[config.mk]
export PLATFORM = sky130hd
export DESIGN_NAME = enq_round_arbiter
export DESIGN_NICKNAME = d
export VERILOG_FILES = /design/src/rtl/enq_round_arbiter_pkg.sv /design/src/rtl/enq_round_arbiter_rr_pick_first.sv /design/src/rtl/enq_round_arbiter.sv
export SDC_FILE = /design/constraint.sdc
export NUM_CORES = 1
export LEC_CHECK = 0
export ABC_AREA = 1
export CAP_MARGIN = 25
export CORE_MARGIN = 2
export CORE_UTILIZATION = 40
export DETAILED_ROUTE_END_ITERATION = 10
export GPL_ROUTABILITY_DRIVEN = 0
export PLACE_DENSITY = 0.88
export SYNTH_ARGS = -nofsm -noshare
export SYNTH_HDL_FRONTEND = slang
export SYNTH_SLANG_ARGS = --single-unit
export TNS_END_PERCENT = 10
[constraint.sdc]
create_clock -name CLK -period 4.6 [get_ports CLK]
set_input_delay 1.15 -clock CLK [delete_from_list [all_inputs] [get_ports CLK]]
set_output_delay 1.15 -clock CLK [all_outputs]
set_load 0.02 [all_outputs]
[src/rtl/enq_round_arbiter_pkg.sv]
// Shared types and helpers for the enqueue round arbiter.
// Round state is sized for the largest supported requester count.
package enq_round_arbiter_pkg;

  localparam int ENQ_ARB_MAX_REQ = 16;
  localparam int ENQ_ARB_PTRW_MAX = 4;
  localparam int ENQ_ARB_CNTW_MAX = 5;

  function automatic int clog2(input int n);
    int r;
    r = 0;
    while ((1 << r) < n) r++;
    return r;
  endfunction

  typedef struct packed {
    logic [ENQ_ARB_PTRW_MAX-1:0] ptr;
    logic [ENQ_ARB_MAX_REQ-1:0]  served;
    logic [ENQ_ARB_CNTW_MAX-1:0] cnt;
  } round_st_t;

endpackage

[src/rtl/enq_round_arbiter_rr_pick_first.sv]
// Round-robin first-set picker: rotate by ptr, priority-encode, rotate back.
// Purely combinational; reusable by any shared-channel arbiter.
module rr_pick_first #(
  parameter int N = 4,
  parameter int W = 2
) (
  input  logic [N-1:0] elig,
  input  logic [W-1:0] ptr,
  output logic [N-1:0] grant,
  output logic [W-1:0] idx,
  output logic         any
);

  logic [2*N-1:0] dbl;
  logic [N-1:0]   rot;
  int             k_first;
  int             pos;

  always_comb begin
    dbl = {elig, elig} >> ptr;
    rot = dbl[N-1:0];
    k_first = 0;
    for (int k = N - 1; k >= 0; k--) begin
      if (rot[k]) k_first = k;
    end
    pos = int'(ptr) + k_first;
    if (pos >= N) pos = pos - N;
    any = |rot;
    grant = '0;
    idx = '0;
    if (any) begin
      grant[pos] = 1'b1;
      idx = W'(pos);
    end
  end

endmodule

[src/rtl/enq_round_arbiter.sv]
// Shares one bypass-FIFO enqueue port among NREQ requesters per round.
// Each requester enqueues at most once; the grant pointer survives rounds.
module enq_round_arbiter
  import enq_round_arbiter_pkg::*;
#(
  parameter  int NREQ  = 4,
  parameter  int WIDTH = 8,
  localparam int PTRW  = clog2(NREQ)
) (
  input  logic                  CLK,
  input  logic                  RST,
  input  logic [NREQ-1:0]       REQ_VALID,
  input  logic [NREQ-1:0]       REQ_ENQ,
  input  logic [NREQ*WIDTH-1:0] REQ_VALUE,
  output logic [NREQ-1:0]       GRANT,
  input  logic                  CH_NOT_FULL,
  output logic                  CH_ENQ,
  output logic [WIDTH-1:0]      CH_ENQ_VALUE,
  input  logic                  ROUND_RESET,
  output logic                  ROUND_DONE,
  output logic [PTRW:0]         GRANT_COUNT
);

  round_st_t       st;
  round_st_t       st_nxt;
  logic [NREQ-1:0] elig;
  logic [NREQ-1:0] pick_grant;
  logic [PTRW-1:0] g;
  logic            pick_any;
  logic            gnt;
  logic            unused_st;

  // Upper state bits stay zero when NREQ is below the maximum.
  assign unused_st = ^st;

  assign elig = REQ_VALID & REQ_ENQ
              & ~st.served[NREQ-1:0]
              & {NREQ{CH_NOT_FULL}};

  rr_pick_first #(
    .N (NREQ),
    .W (PTRW)
  ) u_pick (
    .elig  (elig),
    .ptr   (st.ptr[PTRW-1:0]),
    .grant (pick_grant),
    .idx   (g),
    .any   (pick_any)
  );

  assign gnt   = pick_any & ~RST;
  assign GRANT = gnt ? pick_grant : '0;
  assign CH_ENQ = gnt;

  assign CH_ENQ_VALUE = gnt
    ? REQ_VALUE[int'(g)*WIDTH +: WIDTH]
    : '0;

  assign ROUND_DONE = ~RST
    & (&(st.served[NREQ-1:0] | (REQ_VALID & ~REQ_ENQ)));

  assign GRANT_COUNT = RST ? '0 : st.cnt[PTRW:0];

  // Round reset clears served/cnt but a same-cycle grant still moves ptr.
  always_comb begin
    st_nxt = st;
    if (gnt) begin
      st_nxt.served[g] = 1'b1;
      st_nxt.cnt = st.cnt + ENQ_ARB_CNTW_MAX'(1);
      if (int'(g) == NREQ - 1)
        st_nxt.ptr = '0;
      else
        st_nxt.ptr = ENQ_ARB_PTRW_MAX'(g)
                   + ENQ_ARB_PTRW_MAX'(1);
    end
    if (ROUND_RESET) begin
      st_nxt.served = '0;
      st_nxt.cnt = '0;
    end
  end

  always_ff @(posedge CLK or posedge RST) begin
    if (RST) st <= '0;
    else     st <= st_nxt;
  end

endmodule

==> results.txt <==
----------------------------------------------------
[Clock network]
  Number of buffers on the longest clock path ... 2
  Number of clock sinks ... 9
  Clk root buf ... sky130_fd_sc_hd__clkbuf_4
  CTS tree ... built
  Clock slew seen by the registers of the worst setup and hold paths ... 0.05 ns
  Num CTS Buffers ... 3
  H-tree levels ... 1
  Clock Latency Late Sink ... 0.26 ns

[Setup path]
  Req. time, crit path ... 3.45 ns
  Type of the setup path with the least slack ... in2out
  Startpoint of the most critical register-to-register path ... st[21]
  Worst reg2reg setup slack ... 1.76 ns
  Launching element type of the critical path ... primary input
  Setup crit start ... CH_NOT_FULL
  Critical Path End ... CH_ENQ_VALUE[0]
  Worst Path Max Fanout ... 6
  Reg2reg end ... st[22]
  CP arrival ... 3.39 ns
  Depth of the most critical reg-to-reg path ... 15
  Worst setup EP type ... output port

[Status]
  Result of the run ... completed

[Placed design]
  Total half-perimeter wirelength after legalization and detailed placement ... 2.78 mm
  Cell area after placement ... 0.00195 mm²
  Number of input and output port buffers inserted ... 60
  Dpl cells ... 317

[Pwr]
  Areal power density over the cells ... 822 mW/mm²
  Leak pwr ... 1.19 nW
  VDD IR max ... 0.000562 V

[Routing]
  Detailed-route wire length ... 4.23 mm
  Post-DR vias/cell ... 5.04
  Post-route antenna net violation count ... 0
  DRC marker count from the first detailed-route iteration ... 58
  Via count of the routed design ... 1643
  TritonRoute pass-1 iters ... 4
  Count of unresolved DRC violations after routing ... 0
  Post-DR wirelength/cell ... 13.0 µm

[Min path]
  Type of the most critical hold path ... reg2reg

[Cells and area]
  Registers with the most flip-flops ... st: 9 flops
  Layout net count ... 343
  Number of flip-flops under the largest register name ... 9
  Synthesis-to-finish area growth ... 79.3%
  Register with the highest flop count ... st
  Cell area after layout ... 0.00218 mm²
  Antenna cell count ... 0
  Non-filler cells in the finished layout ... 326
  Layout cell share with drive strength beyond 1 ... 32.9%

[STA]
  Final number of max-transition violations ... 0
  Slew at the pin closest to its max-slew limit ... 0.408 ns
  Final hold slack ... 0.552 ns
  Minimum clock period ... 4.54 ns
  Slew Limit Headroom ... 72.8%
  Final count of negative-setup-slack endpoints ... 0
  Final clock period utilization by the worst path ... 98.8%
  Setup clock skew after layout ... 0.00744 ns
  Final Hold Viols ... 0
  FMAX ... 220 MHz

[GRT]
  First-pass GRT wire length ... 6.01 mm
  Tot GR Track Use ... 22.3%
  Gr ovfl total ... 0
  Via count of the first global-routing pass ... 1492
  Maximum number of pins on one net before global-route repair ... 15
  Antenna violations before repair ... 0

[Logic synthesis]
  Synthesized netlist net count ... 261
  Number of warnings printed during yosys synthesis ... 0
  Sequential element share of the synthesized area ... 18.6%
  Cell count after synthesis ... 214
  Count of unique library cells instantiated by Yosys ... 24
  Mapped Area ... 0.00121 mm²
  Mean Syn Cell Area ... 5.67 µm²
  Post-synthesis sequential element count ... 9

[Die]
  Placeable core area ... 0.00283 mm²
  Die Footprint ... 0.00349 mm²
  Top Ports ... 61
  Initial core utilization ... 42.9%
  Vertical die dimension ... 59.1 µm
  Cell Rows ... 19
  Die Span X ... 59.1 µm

[Flow run]
  Max_cap viols ... 0

----------------------------------------------------
layout make-up:
| type | count | area, µm² |
|---|---|---|
| Multi-Input combinational cell | 163 | 915 |
| Timing Repair Buffer | 83 | 835 |
| Clock buffer | 4 | 26.3 |
| Sequential cell | 9 | 225 |
| Fill cell | 197 | 653 |
| Tap cell | 31 | 38.8 |
| Inverter | 36 | 136 |
metrics by stage:
stage / setup TNS, ns / setup slack (ns) / util [%] / power, mW
2_1_floorplan: 0 / 0.534 / - / 1.01
3_5_place_dp: -5.49 / -0.540 / 68.8 / 1.45
3_3_place_gp: -4.86 / -0.466 / 68.8 / 1.42
5_1_grt: -0.283 / -0.0544 / 76.9 / 1.92
6_report: 0 / 0.0564 / 76.9 / 1.79
4_1_cts: -0.129 / -0.0296 / 71.2 / 1.61
critical path, cell delays in order:
cell and delay, ns:
sky130_fd_sc_hd__clkdlybuf4s15_1 0.24, sky130_fd_sc_hd__nand2_1 0.09, sky130_fd_sc_hd__inv_2 0.08, sky130_fd_sc_hd__nand3_2 0.10
sky130_fd_sc_hd__buf_4 0.16, sky130_fd_sc_hd__nand2_1 0.06, sky130_fd_sc_hd__nand2_1 0.06, sky130_fd_sc_hd__nand2_2 0.07
sky130_fd_sc_hd__nor2_1 0.05, sky130_fd_sc_hd__ha_2 0.18, sky130_fd_sc_hd__xor2_2 0.16, sky130_fd_sc_hd__inv_1 0.09
sky130_fd_sc_hd__nand3_2 0.11, sky130_fd_sc_hd__a21oi_4 0.22, sky130_fd_sc_hd__buf_12 0.13, sky130_fd_sc_hd__buf_16 0.11
sky130_fd_sc_hd__nand2_1 0.07, sky130_fd_sc_hd__nand2_2 0.07, sky130_fd_sc_hd__nor2_2 0.04, sky130_fd_sc_hd__buf_4 0.15
synth_stat cells:
cell / count / share of area [%]
sky130_fd_sc_hd__nor2_1: 16 / 4.9
sky130_fd_sc_hd__a31oi_1: 1 / 0.52
sky130_fd_sc_hd__nand2_2: 6 / 3.1
sky130_fd_sc_hd__inv_1: 26 / 8.0
sky130_fd_sc_hd__inv_2: 6 / 1.9
sky130_fd_sc_hd__nor2_2: 17 / 8.8
sky130_fd_sc_hd__buf_6: 1 / 0.93
sky130_fd_sc_hd__nor4_1: 1 / 0.52
sky130_fd_sc_hd__dfrtp_1: 9 / 19
sky130_fd_sc_hd__clkinv_1: 4 / 1.2
sky130_fd_sc_hd__buf_1: 1 / 0.31
sky130_fd_sc_hd__buf_2: 1 / 0.41
sky130_fd_sc_hd__xor2_1: 1 / 0.72
sky130_fd_sc_hd__nand2_4: 1 / 0.93
sky130_fd_sc_hd__nor2_4: 1 / 0.93
sky130_fd_sc_hd__nand2_1: 79 / 24
sky130_fd_sc_hd__a21oi_1: 6 / 2.5
sky130_fd_sc_hd__buf_4: 2 / 1.2
sky130_fd_sc_hd__nand3_1: 17 / 7.0
sky130_fd_sc_hd__buf_12: 1 / 1.6
sky130_fd_sc_hd__ha_1: 3 / 3.1
sky130_fd_sc_hd__nand3b_1: 8 / 4.9
sky130_fd_sc_hd__a21oi_4: 1 / 1.3
sky130_fd_sc_hd__o21ai_0: 5 / 2.1
per-layer routing:
| metal | global-route usage [%] | wire (µm) | up-vias |
|---|---|---|---|
| met5 | 0 | 0 | - |
| li1 | - | - | 817 |
| met2 | 38.9 | 2260 | 65 |
| met1 | 26.1 | 1680 | 749 |
| met3 | 4.15 | 198 | 12 |
| met4 | 10.7 | 97 | 0 |
power breakdown:
group | switching [mW] | internal [mW]
clock | 0.0257 | 0.0333
combinational | 0.867 | 0.702
sequential | 0.0521 | 0.109
total | 0.944 | 0.844
logic make-up after synthesis:
group	after synthesis	share of synthesized area, %
AND/OR/NAND/NOR	146	55.6
buffers and inverters	42	15.7
AO/OA/AOI/OAI	13	6.39
flip-flops	9	18.6
adder cells (fa/ha/maj)	3	3.09
XOR/XNOR	1	0.722
layout by cell type, fill, tap and decap left out:
cell type / instances
sky130_fd_sc_hd__nand3_1: 6
sky130_fd_sc_hd__clkbuf_4: 3
sky130_fd_sc_hd__clkinv_2: 1
sky130_fd_sc_hd__a31oi_2: 1
sky130_fd_sc_hd__a21oi_4: 1
sky130_fd_sc_hd__buf_16: 1
sky130_fd_sc_hd__dlygate4sd2_1: 4
sky130_fd_sc_hd__a21oi_1: 6
sky130_fd_sc_hd__inv_2: 12
sky130_fd_sc_hd__buf_12: 2
sky130_fd_sc_hd__clkbuf_1: 1
sky130_fd_sc_hd__nand3_2: 11
sky130_fd_sc_hd__o21ai_0: 5
sky130_fd_sc_hd__nand3b_1: 8
sky130_fd_sc_hd__nor2_1: 13
sky130_fd_sc_hd__ha_2: 1
sky130_fd_sc_hd__nand2_2: 13
sky130_fd_sc_hd__ha_1: 2
sky130_fd_sc_hd__xor2_2: 1
sky130_fd_sc_hd__nand2_1: 72
sky130_fd_sc_hd__inv_1: 22
sky130_fd_sc_hd__clkinv_1: 1
sky130_fd_sc_hd__buf_2: 2
sky130_fd_sc_hd__nand2_4: 1
sky130_fd_sc_hd__buf_6: 7
sky130_fd_sc_hd__clkdlybuf4s15_1: 1
sky130_fd_sc_hd__dlymetal6s2s_1: 8
sky130_fd_sc_hd__dfrtp_1: 9
sky130_fd_sc_hd__nor4_1: 1
sky130_fd_sc_hd__nor2_2: 16
sky130_fd_sc_hd__clkdlybuf4s50_1: 39
sky130_fd_sc_hd__nor2_4: 5
sky130_fd_sc_hd__buf_4: 19
repair_timing:
action,4_1_cts,5_1_grt
pin swaps,2,19
gates cloned,1,0
setup buffers,1,3
resized for setup,52,44
setup endpoints to repair,13,13
hold buffers,0,0
worst min-delay path by stage:
| stage | slack [ns] | start | depth (start not counted) | endpoint |
|---|---|---|---|---|
| floorplan | 0.49 | st[5] | 2 | st[5] |
| global placement | 0.51 | st[7] | 2 | st[7] |
| detailed placement | 0.52 | st[7] | 2 | st[7] |
| CTS | 0.55 | st[2] | 2 | st[2] |
| global route | 0.59 | st[2] | 2 | st[2] |
| finish | 0.55 | st[2] | 2 | st[2] |
(Power assumes the default switching activity.)
